## src/rtl/traffic_ctrl_pkg.sv

```systemverilog
`default_nettype none
// +----------------------------------------------------------------------------+
// | traffic_ctrl_pkg                                                           |
// | Shared types and helpers for the multi-phase traffic-light controller.     |
// | Revision: 1.0                                                              |
// +----------------------------------------------------------------------------+
package traffic_ctrl_pkg;

    typedef enum logic [1:0] {
        ALL_RED = 2'd0,
        GREEN   = 2'd1,
        YELLOW  = 2'd2,
        WALK    = 2'd3
    } state_t;

    localparam int TICK_W_DEFAULT = 8;

    typedef logic [TICK_W_DEFAULT-1:0] tick_t;

    // Phase index width; a single-bit floor keeps degenerate counts legal.
    function automatic int phase_w(input int n);
        return (n > 1) ? $clog2(n) : 1;
    endfunction

endpackage
`default_nettype wire

```

## src/rtl/tick_prescaler.sv

```systemverilog
`default_nettype none
// +----------------------------------------------------------------------------+
// | tick_prescaler                                                             |
// | Divides the clock into timing ticks; restart realigns the tick phase.      |
// | Revision: 1.0                                                              |
// +----------------------------------------------------------------------------+
module tick_prescaler #(
    parameter int PRESCALE = 4
) (
    input  logic clock,
    input  logic reset_n,
    input  logic restart,
    output logic tick
);

    localparam int CNT_W = (PRESCALE > 1) ? $clog2(PRESCALE) : 1;
    localparam logic [CNT_W-1:0] c_last = CNT_W'(PRESCALE - 1);

    logic [CNT_W-1:0] r_count;

    assign tick = (r_count == c_last);

    always_ff @(posedge clock or negedge reset_n) begin
        if (!reset_n) begin
            r_count <= '0;
        end else if (restart || tick) begin
            r_count <= '0;
        end else begin
            r_count <= r_count + 1'b1;
        end
    end

endmodule
`default_nettype wire

```

## src/rtl/traffic_ctrl_multi.sv

```systemverilog
`default_nettype none
// +----------------------------------------------------------------------------+
// | traffic_ctrl_multi                                                         |
// | Round-robin, demand-actuated N-phase signal controller with walk interval. |
// | Revision: 1.0                                                              |
// +----------------------------------------------------------------------------+
module traffic_ctrl_multi
    import traffic_ctrl_pkg::*;
#(
    parameter int NUM_PHASES = 4,
    parameter int PRESCALE   = 4,
    parameter int TMR_W      = TICK_W_DEFAULT,
    parameter int T_GMIN     = 3,
    parameter int T_GMAX     = 6,
    parameter int T_Y        = 2,
    parameter int T_ALLRED   = 1,
    parameter int T_WALK     = 4
) (
    input  logic                                clock,
    input  logic                                reset_n,
    input  logic                                clr,
    input  logic [NUM_PHASES-1:0]               req,
    input  logic                                ped_req,
    output logic [NUM_PHASES-1:0]               green,
    output logic [NUM_PHASES-1:0]               yellow,
    output logic [NUM_PHASES-1:0]               red,
    output logic                                walk,
    output logic [phase_w(NUM_PHASES)-1:0]      phase_idx,
    output logic                                busy_ped
);

    localparam int PHASE_W = phase_w(NUM_PHASES);

    localparam logic [TMR_W-1:0]   c_allred_last = TMR_W'(T_ALLRED - 1);
    localparam logic [TMR_W-1:0]   c_gmin_last   = TMR_W'(T_GMIN - 1);
    localparam logic [TMR_W-1:0]   c_gmax_last   = TMR_W'(T_GMAX - 1);
    localparam logic [TMR_W-1:0]   c_y_last      = TMR_W'(T_Y - 1);
    localparam logic [TMR_W-1:0]   c_walk_last   = TMR_W'(T_WALK - 1);
    localparam logic [PHASE_W-1:0] c_phase_last  = PHASE_W'(NUM_PHASES - 1);

    state_t                r_state, w_state_nxt;
    logic [PHASE_W-1:0]    r_phase, w_phase_nxt;
    logic [TMR_W-1:0]      r_timer;
    logic [NUM_PHASES-1:0] r_req_lat;
    logic                  r_ped_lat;
    logic [NUM_PHASES-1:0] w_own_mask, w_req_clr, w_green_nxt, w_yellow_nxt;
    logic                  w_tick, w_change, w_restart, w_enter_green, w_enter_walk;
    logic                  w_other_demand, w_green_done;

    // Scan starts just after the current phase, so it is its own last candidate.
    function automatic logic [PHASE_W-1:0] next_phase(input logic [PHASE_W-1:0] cur,
                                                      input logic [NUM_PHASES-1:0] lat);
        logic [PHASE_W-1:0] cand;
        logic [PHASE_W-1:0] sel;
        logic               found;
        cand  = cur;
        sel   = (cur == c_phase_last) ? '0 : cur + 1'b1;
        found = 1'b0;
        for (int i = 0; i < NUM_PHASES; i++) begin
            cand = (cand == c_phase_last) ? '0 : cand + 1'b1;
            if (!found && lat[cand]) begin
                sel   = cand;
                found = 1'b1;
            end
        end
        return sel;
    endfunction

    tick_prescaler #(
        .PRESCALE (PRESCALE)
    ) u_prescaler (
        .clock    (clock),
        .reset_n  (reset_n),
        .restart  (w_restart),
        .tick     (w_tick)
    );

    always_comb begin
        w_state_nxt    = r_state;
        w_phase_nxt    = r_phase;
        w_own_mask     = NUM_PHASES'(1) << r_phase;
        w_other_demand = |(r_req_lat & ~w_own_mask);
        w_green_done   = ((r_timer >= c_gmin_last) && !req[r_phase]
                          && (w_other_demand || r_ped_lat))
                         || (r_timer == c_gmax_last);
        if (w_tick) begin
            case (r_state)
                ALL_RED: if (r_timer == c_allred_last) begin
                    w_state_nxt = GREEN;
                    w_phase_nxt = next_phase(r_phase, r_req_lat);
                end
                GREEN:   if (w_green_done) w_state_nxt = YELLOW;
                YELLOW:  if (r_timer == c_y_last) w_state_nxt = r_ped_lat ? WALK : ALL_RED;
                WALK:    if (r_timer == c_walk_last) w_state_nxt = ALL_RED;
                default: w_state_nxt = ALL_RED;
            endcase
        end
    end

    assign w_change      = (w_state_nxt != r_state);
    assign w_restart     = clr || w_change;
    assign w_enter_green = w_change && (w_state_nxt == GREEN);
    assign w_enter_walk  = w_change && (w_state_nxt == WALK);
    assign w_req_clr     = w_enter_green ? (NUM_PHASES'(1) << w_phase_nxt) : '0;
    assign w_green_nxt   = (w_state_nxt == GREEN)  ? (NUM_PHASES'(1) << w_phase_nxt) : '0;
    assign w_yellow_nxt  = (w_state_nxt == YELLOW) ? (NUM_PHASES'(1) << w_phase_nxt) : '0;

    always_ff @(posedge clock or negedge reset_n) begin
        if (!reset_n) begin
            r_state <= ALL_RED;
        end else if (clr) begin
            r_state <= ALL_RED;
        end else begin
            r_state <= w_state_nxt;
        end
    end

    // Lamps are registered from the next-state values so they switch with the state.
    always_ff @(posedge clock or negedge reset_n) begin
        if (!reset_n) begin
            r_phase   <= c_phase_last;
            r_timer   <= '0;
            r_req_lat <= '0;
            r_ped_lat <= 1'b0;
            green     <= '0;
            yellow    <= '0;
            red       <= '1;
            walk      <= 1'b0;
        end else if (clr) begin
            r_phase   <= c_phase_last;
            r_timer   <= '0;
            r_req_lat <= '0;
            r_ped_lat <= 1'b0;
            green     <= '0;
            yellow    <= '0;
            red       <= '1;
            walk      <= 1'b0;
        end else begin
            r_phase   <= w_phase_nxt;
            if (w_change) begin
                r_timer <= '0;
            end else if (w_tick && (r_timer != '1)) begin
                r_timer <= r_timer + 1'b1;
            end
            r_req_lat <= (r_req_lat | req) & ~w_req_clr;
            r_ped_lat <= (r_ped_lat | ped_req) & ~w_enter_walk;
            green     <= w_green_nxt;
            yellow    <= w_yellow_nxt;
            red       <= ~(w_green_nxt | w_yellow_nxt);
            walk      <= (w_state_nxt == WALK);
        end
    end

    assign phase_idx = r_phase;
    assign busy_ped  = r_ped_lat;

endmodule
`default_nettype wire

```

## config.mk

```make
export PLATFORM = sky130hd
export DESIGN_NAME = traffic_ctrl_multi
export DESIGN_NICKNAME = d
export VERILOG_FILES = /design/src/rtl/traffic_ctrl_pkg.sv /design/src/rtl/tick_prescaler.sv /design/src/rtl/traffic_ctrl_multi.sv
export SDC_FILE = /design/constraint.sdc
export NUM_CORES = 1
export LEC_CHECK = 0
export CAP_MARGIN = 20
export CORE_MARGIN = 1
export CORE_UTILIZATION = 50
export DETAILED_ROUTE_END_ITERATION = 12
export PLACE_DENSITY = 0.73
export SYNTH_ARGS = -nofsm -noshare
export SYNTH_HDL_FRONTEND = slang
export SYNTH_HIERARCHICAL = 1
export SYNTH_SLANG_ARGS = --single-unit
```

## constraint.sdc

```tcl
create_clock -name clock -period 3 [get_ports clock]
set_clock_uncertainty 0.05 [all_clocks]
set_input_delay 0.9 -clock clock [delete_from_list [all_inputs] [get_ports clock]]
set_output_delay 0.9 -clock clock [all_outputs]
set_load 0.05 [all_outputs]
```

## Yosys cells after proc, flatten, opt, wreduce, memory -nomap -nowiden

Index checks and enable logic that the tools add are counted.

- Equality and inequality tests: 16
- Add/subtract/negate cells: 6
- Shift operators: 2
- Div/mod/pow operators: 0
- Magnitude comparators: 6
- Reductions and logical operators: 20
- Multiplexer cells: 54
- Multipliers: 0
- Bitwise gates (word level): 10

Operators with widths:

| cell | count |
|---|---|
| $mux 2 | 19 |
| $mux 4 | 7 |
| $mux 8 | 3 |
| $mux 1 | 19 |
| $eq 2x2->1 const B | 9 |
| $lt 2x3->1 const B | 5 |
| $not 4->4 | 3 |
| $add 2x1->2 const B | 5 |
| $bmux 1 s2 | 5 |
| $add 8x1->8 const B | 1 |
| $and 4x4->4 | 2 |
| $eq 8x1->1 const B | 1 |
| $eq 8x2->1 const B | 1 |
| $eq 8x3->1 const B | 1 |
| $ge 8x2->1 const B | 1 |
| $logic_and 1x1->1 | 8 |
| $logic_not 8->1 | 1 |
| $ne 8x8->1 const B | 1 |
| $or 4x4->4 | 2 |
| $pmux 2 s4 | 1 |
| $shl 1x2->4 const A | 2 |
| $eq 2x1->1 const B | 2 |
| $logic_not 1->1 | 4 |
| $logic_or 1x1->1 | 4 |
| other kinds (7) | 7 |

- Bits of input ports: 8
- Memories: 0
- Bits in latches: 0
- Memory bits (writable): 0
- Bits in read-only memories: 0
- Register bits: 32
- Word-level logic and storage cells: 124

## Logic depth before layout (Yosys ltp)

- Word-level depth: 31
- Depth in mapped cells: 12
- Gate-level depth less buffers: 9

## Hierarchy

The synthesis kept the hierarchy.

By module, submodules not included:

| module | area each (µm²) | cells an instance | seq. area each (µm²) | instances |
|---|---|---|---|---|
| traffic_ctrl_multi | 1,810.5 | 198 | 758.2 | 1 |
| tick_prescaler | 85.1 | 5 | 50.0 | 1 |

## Worst setup path after synthesis

No wires, ideal clock.

- Path kind: register -> register
- From: reg r_phase[0] (netlist: phase_idx[0])
- To: reg green[3]
- Stages on the path, launching flop included: 12
- Slack: -0.101 ns
- Data required time: 2.849 ns
- Arrival: 2.950 ns
- Library setup time: 0.101 ns
- Cell sequence: dfstp_2 > buf_2 > inv_1 > ha_1 > clkbuf_2 > nor4_1 > o32a_1 > a31oi_1 > and4b_1 > or3_1 > buf_2 > nor4_1

- Cells in the longest elaborated chain, start to end: 29
- Elaborated cells on any way between the ends: 62

RTL lines:

| what | line | source |
|---|---|---|
| start, declared | traffic_ctrl_multi.sv:42 | `logic [PHASE_W-1:0] r_phase, w_phase_nxt;` |
| start signal, assigned | traffic_ctrl_multi.sv:121 | `r_phase <= c_phase_last;` |
| start signal, assigned | traffic_ctrl_multi.sv:130 | `r_phase <= c_phase_last;` |
| start signal, assigned | traffic_ctrl_multi.sv:139 | `r_phase <= w_phase_nxt;` |
| $add 2x1->2 / $eq 2x2->1 (equally long branches) | traffic_ctrl_multi.sv:57, traffic_ctrl_multi.sv:60 |  |
| $mux 2 | traffic_ctrl_multi.sv:57, traffic_ctrl_multi.sv:60 |  |
| $bmux 1 s2 | traffic_ctrl_multi.sv:61 | `if (!found && lat[cand]) begin` |
| $mux 1 (implied by the code) | traffic_ctrl_multi.sv:61 |  |
| $mux 1 | traffic_ctrl_multi.sv:61 |  |
| $mux 1 | traffic_ctrl_multi.sv:88 | `ALL_RED: if (r_timer == c_allred_last) begin` |
| $mux 1 | traffic_ctrl_multi.sv:87 | `case (r_state)` |
| $mux 1 | traffic_ctrl_multi.sv:86 | `if (w_tick) begin` |
| [... 13 more ...] | - |  |
| $logic_and 1x1->1 | traffic_ctrl_multi.sv:61 |  |
| $mux 2 | traffic_ctrl_multi.sv:61 |  |
| $mux 2 | traffic_ctrl_multi.sv:88 |  |
| $mux 2 | traffic_ctrl_multi.sv:87 |  |
| $mux 2 | traffic_ctrl_multi.sv:86 |  |
| $shl 1x2->4 | traffic_ctrl_multi.sv:105 | `assign w_green_nxt = (w_state_nxt == GREEN) ? (NUM_PHASES'(1) << w_phase_nxt) : '0;` |
| $mux 4 * | traffic_ctrl_multi.sv:105 |  |
| $mux 4 * | traffic_ctrl_multi.sv:129 | `end else if (clr) begin` |
| end signal, assigned | traffic_ctrl_multi.sv:147 | `green <= w_green_nxt;` |
| end, declared | traffic_ctrl_multi.sv:24 | `output logic [NUM_PHASES-1:0] green,` |

Every way passes the cells marked *; elsewhere a longest branch is shown, timed or not. The select of a mux whose other input is x is not followed.
A chain may end at the register's enable or synchronous reset.

## Final worst setup path

- From: reg r_phase[0] (netlist: phase_idx[0])
- To: reg yellow[3]

- Cells in the longest elaborated chain, start to end: 29
- Elaborated cells on any way between the ends: 62

RTL lines:

| what | line | source |
|---|---|---|
| $add 2x1->2 / $eq 2x2->1 (equally long branches) | traffic_ctrl_multi.sv:57, traffic_ctrl_multi.sv:60 |  |
| $mux 2 | traffic_ctrl_multi.sv:57, traffic_ctrl_multi.sv:60 |  |
| $bmux 1 s2 | traffic_ctrl_multi.sv:61 |  |
| $mux 1 (implied by the code) | traffic_ctrl_multi.sv:61 |  |
| $mux 1 | traffic_ctrl_multi.sv:61 |  |
| $mux 1 | traffic_ctrl_multi.sv:88 |  |
| $mux 1 | traffic_ctrl_multi.sv:87 |  |
| $mux 1 | traffic_ctrl_multi.sv:86 |  |
| [... 13 more ...] | - |  |
| $logic_and 1x1->1 | traffic_ctrl_multi.sv:61 |  |
| $mux 2 | traffic_ctrl_multi.sv:61 |  |
| $mux 2 | traffic_ctrl_multi.sv:88 |  |
| $mux 2 | traffic_ctrl_multi.sv:87 |  |
| $mux 2 | traffic_ctrl_multi.sv:86 |  |
| $shl 1x2->4 | traffic_ctrl_multi.sv:106 | `assign w_yellow_nxt = (w_state_nxt == YELLOW) ? (NUM_PHASES'(1) << w_phase_nxt) : '0;` |
| $mux 4 * | traffic_ctrl_multi.sv:106 |  |
| $mux 4 * | traffic_ctrl_multi.sv:129 |  |
| end signal, assigned | traffic_ctrl_multi.sv:148 | `yellow <= w_yellow_nxt;` |
| end, declared | traffic_ctrl_multi.sv:25 | `output logic [NUM_PHASES-1:0] yellow,` |

Marks and branches as above.

==> impl_metrics.json <==
{
  "outcome": "completed",
  "relSlewSlack": 0.6588,
  "num_rows": 22,
  "yosys.area.top_type": "dfrtp_1",
  "die-area_sq_um": 4041,
  "clk_latency_ns": 0.29,
  "core_area_sq_um": 3661,
  "gp_congestion": 0.8900,
  "synth_cell_types": 53,
  "wirelength_mm": 4.345,
  "crit_path_start_kind": "register",
  "critPathRequiredTime_ns": 3.14,
  "synth-main-ff-cell": "dfrtp_1",
  "grt_max_degree": 33,
  "die_h_um": 63.57,
  "maxCapViolations": 0,
  "clk_pin_slew_ns": 0.07,
  "drt_pass1_iterations": 4,
  "cts_max_level": 2,
  "num_vias": 1614,
  "p_leak_nw": 0.9507,
  "viasPerCell": 5.764,
  "syn_area_sq_um": 1896,
  "crit_arrival_ns": 2.95,
  "setup_viol": 0,
  "overflow": 0,
  "n_antenna_cell": 0,
  "end_kind": "register",
  "grt_pass1_vias": 1521,
  "io_pins": 24,
  "path_buf_inv": 1,
  "cts_tree": "done",
  "min_path_type": "reg -> reg",
  "clock-root-buffer": "clkbuf_8",
  "grtUsageTotal": 0.2281,
  "grt_pass1_wl_mm": 7.148,
  "tns_ns": 0,
  "power_density_nw_per_um2": 472.6,
  "cp_slowest_cell": "dfstp_4",
  "dp.cells": 272,
  "drc_errors": 0,
  "p_total_w": 0.001096,
  "yosysSeqAreaShare": 0.4264,
  "peakVddDrop_mv": 0.3328,
  "detail-route-antenna-nets": 0,
  "yosysTopAreaCellShare": 0.3432,
  "path_delay_family": "simple AND/OR/NAND/NOR gates",
  "finalNonFillerCells": 280,
  "clock_path_buffers": 2,
  "synth_area_leaders": "dfrtp_1, dfstp_2, nor2_1, ha_1, nand3_1",
  "synthCells": 203,
  "max_stage_delay_ns": 0.63,
  "ys_warn_count": 6,
  "io_buffers": 23,
  "cts_made_buffers": 5,
  "ys_ff_latch": 32,
  "worst_pin_slew_ns": 0.5102,
  "drive_gt1_frac": 0.1509,
  "postCtsHoldBufs": 0,
  "fmax_ghz": 0.3564,
  "antenna_found_initial": 0,
  "worstPathMaxFanout": 8,
  "wl_per_cell_um": 15.52,
  "synth_edf_count": 0,
  "syn_to_final_growth_pct": 22.31,
  "fin_crit_sh": 0.9353,
  "rsz0062_at_grt": "false",
  "dp_hpwl_mm": 3.116,
  "path_cells": "inv_1, ha_1, nor4bb_1, o32a_1, a31oi_1, a21boi_0, or3_4, nor4_1",
  "start_util": 0.5178,
  "crit_type": "reg -> reg",
  "avgSynthCellArea_sq_um": 9.338,
  "die_w_um": 63.57,
  "async_reset_ff_frac": 1.000,
  "clock-sinks": 32,
  "fin_crit_ns": 2.806,
  "synth_nets": 220,
  "post_cts_buffers": 0,
  "drtIter0Drc": 136,
  "hold_viol_final": 0,
  "finalMaxSlewViolations": 0,
  "nets": 248
}
## logic make-up after synthesis
| kind of cell | Yosys count | synth area share |
|---|---|---|
| compound gates | 37 | 0.1340 |
| xor+xnor | 9 | 0.04158 |
| fa+ha+maj | 9 | 0.05941 |
| buf+inv | 21 | 0.04554 |
| flops | 32 | 0.4264 |
| mux | 2 | 0.01716 |
| simple gates | 93 | 0.2759 |
## through the flow
step	worst slack [ns]	utilization	instance area (sq um)	hold WS (ns)
after floorplan	0.02292	-	1912	0.3792
after global placement	0.02090	0.6039	2211	0.3894
after detailed placement	-0.02960	0.6039	2211	0.3899
after CTS	0.1045	0.6292	2303	0.4025
after global routing	0.02376	0.6333	2318	0.4267
final	0.1940	0.6333	2318	0.3993
## cell usage after synthesis, types with 2 or more instances
cell type / number
a211oi_1: 2
nor2_1: 32
nand2b_1: 5
nor4b_1: 2
nor3_1: 4
xnor2_1: 5
o21bai_1: 3
clkbuf_1: 4
xor2_1: 4
o22ai_1: 2
a21oi_1: 8
buf_2: 5
a31o_2: 2
dfrtp_1: 26
nand3_1: 13
inv_1: 11
nor4bb_1: 2
o21ai_0: 5
ha_1: 9
nor2b_1: 2
and4b_1: 3
dfstp_2: 6
o211ai_1: 2
nor4_1: 5
and3b_1: 2
nand4_1: 4
nand2_1: 9
## worst paths after layout
path	to	cells after the start	startpoint	slack [ns]
hold reg to reg	u_prescaler/r_count[0]$_DFF_PN0_	1	u_prescaler/r_count[0]$_DFF_PN0_	0.40
setup / recovery	yellow[3]$_DFF_PN0_	8	phase_idx[0]$_DFF_PN1_	0.19
hold / removal	u_prescaler/r_count[0]$_DFF_PN0_	1	u_prescaler/r_count[0]$_DFF_PN0_	0.40
setup reg to reg	yellow[3]$_DFF_PN0_	8	phase_idx[0]$_DFF_PN1_	0.19
min in group asynchronous	r_req_lat[2]$_DFF_PN0_	2	reset_n	0.95
max in group asynchronous	phase_idx[0]$_DFF_PN1_	2	reset_n	1.61
## flip-flops by register name (all words and copies together), names as in the netlist
name and count:
green 4, r_state 2, yellow 4, u_prescaler/r_count 2
r_timer 8, r_req_lat 4, busy_ped 1, phase_idx 2
red 4, walk 1
## cell usage in the layout (no fill, tap or decap), types with 2 or more instances in the layout
cell             count
nor2_1              32
a21oi_1              7
and3b_1              2
nand4_1              4
nand3_1             13
o21bai_1             3
nor2b_1              2
buf_4                8
dfrtp_1             26
nor4_1               4
inv_1               11
and4b_1              3
clkbuf_8             5
o21ai_0              5
ha_1                 9
dfstp_2              5
a31o_2               2
nor3_1               4
nor4bb_1             2
o22ai_1              2
xor2_1               4
xnor2_1              5
clkinvlp_4           2
clkdlybuf4s50_1     23
nor4_2               2
nand2_1              9
nor4b_1              2
nand2b_1             5
o211ai_1             2
a211oi_1             2
## metal layers
metal	part of all wire	routed length [um]	global-route usage
met5	0	0	0
met1	0.46	2005	0.3050
met4	0.011	46	0.07670
met3	0.044	190	0.04710
met2	0.48	2103	0.3657
## final cells by class
cell class	instances	area [sq um]
clock buffer	5	68.82
clock inverter	3	23.77
fill	311	1343
inverter	11	41.29
multi-input combinational	150	1022
sequential	32	812.0
tap	48	60.06
timing repair buffer	31	290.3
## worst reg2reg max path, stage by stage (launching register included)
cell and delay, ns:
dfstp_4 0.63, inv_1 0.07, ha_1 0.36, nor4bb_1 0.17, o32a_1 0.35, a31oi_1 0.21, a21boi_0 0.15, or3_4 0.46
nor4_1 0.27
## power breakdown
| group | switching (W) | internal, W |
|---|---|---|
| Combinational | 0.000165 | 0.000110 |
| Sequential | 0.0000247 | 0.000456 |
| Clock | 0.000175 | 0.000164 |
| Total | 0.000365 | 0.000731 |
## what timing repair did
item | in CTS | in global routing
gates resized for setup | 0 | 3
hold endpoints to repair | 0 | 0
endpoints found under the setup margin | 0 | 9
(Power assumes the default switching activity.)
